[config.mk]
export PLATFORM = sky130hd
export DESIGN_NAME = instruction_fetch
export DESIGN_NICKNAME = d
export VERILOG_FILES = /design/src/rtl/instruction_fetch.sv
export SDC_FILE = /design/constraint.sdc
export NUM_CORES = 1
export LEC_CHECK = 0
export BUFFER_PORTS_ARGS = -buffer_cell sky130_fd_sc_hd__buf_2
export CORE_MARGIN = 4
export CORE_UTILIZATION = 43
export CTS_CLUSTER_DIAMETER = 100
export CTS_CLUSTER_SIZE = 16
export DETAILED_ROUTE_END_ITERATION = 16
export GPL_TIMING_DRIVEN = 1
export PLACE_DENSITY_LB_ADDON = 0.2
export SYNTH_ARGS = -nofsm -noshare
export SYNTH_HDL_FRONTEND = slang
export SYNTH_SLANG_ARGS = --single-unit
[constraint.sdc]
create_clock -name clk -period 1.5 [get_ports clk]
set_input_delay 0.3 -clock clk [delete_from_list [all_inputs] [get_ports clk]]
set_output_delay 0.3 -clock clk [all_outputs]
set_load 0.01 [all_outputs]
[src/rtl/instruction_fetch.sv]
// Instruction fetch unit: IDLE/FETCH/HALT sequencer driving a 2^ADDR_W-word program memory.
// Define FETCH_WRAP_EN to wrap pc at end of memory; otherwise fetching halts there.
module instruction_fetch #(
  parameter int unsigned ADDR_W  = 4,
  parameter int unsigned DATA_W  = 8,
  parameter logic [3:0]  HALT_OP = 4'hF
) (
  input  logic              clk,
  input  logic              rst_n,
  input  logic              en,
  input  logic              stall,
  input  logic              jump_req,
  input  logic [ADDR_W-1:0] jump_addr,
  output logic [ADDR_W-1:0] pc,
  input  logic [DATA_W-1:0] instr_in,
  output logic [DATA_W-1:0] instr_out,
  output logic              instr_valid,
  output logic              halted
);

  typedef enum logic [1:0] {StIdle, StFetch, StHalt} state_e;

  localparam logic [ADDR_W-1:0] PcLast = {ADDR_W{1'b1}};

  state_e state;
  logic   is_halt_op;

  assign is_halt_op = (instr_in[DATA_W-1 -: 4] == HALT_OP);

  always_ff @(posedge clk or negedge rst_n) begin
    if (!rst_n) begin
      state       <= StIdle;
      pc          <= '0;
      instr_out   <= '0;
      instr_valid <= 1'b0;
      halted      <= 1'b0;
    end else begin
      unique case (state)
        StIdle: begin
          instr_valid <= 1'b0;
          if (jump_req) begin
            pc    <= jump_addr;
            state <= StFetch;
          end else if (en) begin
            state <= StFetch;
          end
        end
        StFetch: begin
          // A redirect discards the word currently on instr_in.
          if (jump_req) begin
            pc          <= jump_addr;
            instr_valid <= 1'b0;
          end else if (!en) begin
            state       <= StIdle;
            instr_valid <= 1'b0;
          end else if (!stall) begin
            instr_out   <= instr_in;
            instr_valid <= 1'b1;
            if (is_halt_op) begin
              state  <= StHalt;
              halted <= 1'b1;
            end else if (pc == PcLast) begin
`ifdef FETCH_WRAP_EN
              pc <= '0;
`else
              state  <= StHalt;
              halted <= 1'b1;
`endif
            end else begin
              pc <= pc + 1'b1;
            end
          end
        end
        StHalt: begin
          instr_valid <= 1'b0;
          if (jump_req) begin
            pc     <= jump_addr;
            state  <= StFetch;
            halted <= 1'b0;
          end
        end
        default: begin
          state       <= StIdle;
          instr_valid <= 1'b0;
          halted      <= 1'b0;
        end
      endcase
    end
  end

endmodule

==> reports/qor.yml <==
drcViolationCount: 0
ff_latch_area_sq_um: 400
synth_fp_nets: 93
instances_no_fill: 141
grt_max_degree: 17
clkTransAtPathRegs_ns: 0.09
numPlacedInstances: 136
worst_skew_pair.late_latency_ns: 0.28
yosys.cell_count.top_type: "sky130_fd_sc_hd__dfrtp_1"
htreeDepth: 1
final_layout_size_suffix_gt1_frac: 0.526
slew_violations: 0
grt-ovfl-total: 0
area_used_by_multi_input_combinational_logic_sq_um: 448
timing.setup.tns_ns: 0
pwr_density_cell_mw_per_mm2: 1130
final_min_period_over_clock_period: 0.939
unrepaired_setup_endpoints_after_global_routing: "no"
cp_data_required_time_ns: 1.68
core_area_sq_mm: 0.00196
vias_per_cell: 5.18
port_buffers: 30
post_drt_wl_per_cell_microns: 13.6
synthArstFlopShare: 1.00
post_synth_inst_count: 75
area_delta_synth_final_pct: 30.1
cts_repair_resize_count: 0
path_max_fanout: 5
chipWidth_microns: 53.3
synth.area.top_cells: "sky130_fd_sc_hd__dfrtp_1 45%, sky130_fd_sc_hd__mux2_2 10%, sky130_fd_sc_hd__nand3b_4 4.5%"
max-clock-path-buffers: 2
violation_count_after_the_first_detailed_route_iteration: 5
max_cap_violations: 0
dominant_register_cell_in_the_synthesized_netlist: "sky130_fd_sc_hd__dfrtp_1"
floorplan.initialDensity: 0.449
synth_enable_flop_cells: 0
outcome: "finished, final reports clean"
vias: 731
synth.yosys.warnings: 0
worst_hold_path_type: "in -> reg"
synth-seq-cells: 16
clock-skew-final_ns: 0.000478
setup.worst_path.end_class: "register"
cellLeakagePower_nw: 0.574
critical_path.startpoint_type: "register"
synth_top_area_frac: 0.455
timing.setup.critical_path_class: "reg -> reg"
clock_sink_count: 16
cts.root.buffer_cell: "sky130_fd_sc_hd__clkbuf_4"
min_period_ns: 1.41
mappedNetlistArea_sq_um: 881
number_of_antenna_violations_at_the_first_check_in_global_routing: 0
cts_made_buffers: 3
max_clock_freq_mhz: 710
grt_use_total: 0.153
first_global_vias: 745
die_height_microns: 53.3
clock_tree_from_tritoncts: "built"
global_route_wire_length_before_repair_microns: 3160
post-synth-top-area-cell: "sky130_fd_sc_hd__dfrtp_1"
hold-worst-slack_ns: 0.240
nNetsFinal: 133
tightestPinTransition_ns: 0.365
floorplan.rows: 16
detail_route.wirelength_microns: 1920
ys_seq_area_frac: 0.455
fillers: 195
routabilityCongestion: 0.831
detail_route.first_pass.iterations: 4
dp.final_hpwl_microns: 1490
ir_drop_uv: 655
netlist_top_cells_count: "16 x sky130_fd_sc_hd__dfrtp_1, 8 x sky130_fd_sc_hd__mux2_2, 6 x sky130_fd_sc_hd__nand2_1"
ios: 31
setup-violations-final: 0
fp.dieArea_sq_mm: 0.00284
final_core_utilization: 0.584
max_slew_margin: 0.757
cts_post_setup_buffers_inserted: 0
synthesis.area_per_instance_sq_um: 11.7
final_hold_viols: 0
cp_data_arrival_time_ns: 1.59
final.setup.worst_slack_ns: 0.0910
synth_cell_type_count: 30
antenna-diode-count: 0
post-place-ws_ns: 0.0606
antenna_violating_nets_post_route: 0
## routing by layer
layer / global-route usage / wire length (microns) / up-vias
li1: - / - / 352
met1: 0.180 / 777 / 350
met2: 0.265 / 1000 / 25
met3: 0.0282 / 119 / 4
met4: 0.0723 / 22 / 0
met5: 0 / 0 / -
## metrics by stage
stage / power, W / area (sq um)
final: 0.00129 / 1150
after global routing: 0.00139 / 1150
after CTS: 0.00132 / 1150
after detailed placement: 0.00102 / 1100
after global placement: 0.00101 / 1100
after floorplan: 0.000830 / 891
## state kept, by name, summed over array words and instances, names as in the netlist
register     cells
instr_out        8
pc               4
state            2
halted           1
instr_valid      1
## path summary, 6_finish.rpt
path	startpoint	to	slack [ns]	cells past startpoint
max	pc[1]	pc[1]	0.09	5
min	instr_in[1]	instr_out[1]	0.24	2
max in group asynchronous	rst_n	state[0]	0.79	2
min in group asynchronous	rst_n	pc[2]	0.45	2
max reg2reg	pc[1]	pc[1]	0.09	5
min reg2reg	instr_out[3]	instr_out[3]	0.51	1
## layout make-up
class,instances,share of cell area
multi-input combinational,52,0.391
sequential,16,0.349
timing repair buffer,38,0.186
clock buffer,4,0.0317
tap,27,0.0295
inverter,4,0.0131
## placed cells by master (no fill, tap or decap), types with 2 or more instances in the layout
cell type	Yosys	final
sky130_fd_sc_hd__a21oi_1	5	5
sky130_fd_sc_hd__buf_2	1	30
sky130_fd_sc_hd__buf_4	0	7
sky130_fd_sc_hd__clkbuf_4	0	3
sky130_fd_sc_hd__dfrtp_1	16	16
sky130_fd_sc_hd__inv_1	4	4
sky130_fd_sc_hd__mux2_2	8	8
sky130_fd_sc_hd__mux2_4	2	2
sky130_fd_sc_hd__nand2_1	6	5
sky130_fd_sc_hd__nand3b_4	2	2
sky130_fd_sc_hd__nor2_1	5	5
sky130_fd_sc_hd__o21ai_0	3	3
sky130_fd_sc_hd__o221ai_1	2	2
## worst max-delay path, cell delays in order, from the launching register on
cell,delay [ns]
sky130_fd_sc_hd__dfrtp_1,0.40
sky130_fd_sc_hd__ha_2,0.21
sky130_fd_sc_hd__nand3_2,0.06
sky130_fd_sc_hd__nand2_2,0.10
sky130_fd_sc_hd__o31ai_4,0.22
sky130_fd_sc_hd__mux2_4,0.32
## report_power, final
part           switching [W]  internal [W]
Clock               0.000138      0.000148
Sequential         0.0000524      0.000520
Combinational       0.000210      0.000225
## what timing repair did
action / 4_1_cts / 5_1_grt
endpoints found under the hold margin: 16 / 0
hold buffers: 1 / 0
endpoints found under the setup margin: 0 / 2
## cells by family (layout without fill, tap and decap cells)
family,Yosys count,count (layout),synth area share
multiplexers,10,10,0.136
AO/OA/AOI/OAI,19,19,0.165
AND/OR/NAND/NOR,22,22,0.182
flip-flops,16,16,0.455
adder cells (fa/ha/maj),1,1,0.0142
buffers and inverters,7,46,0.0483
(Power assumes the default switching activity.)
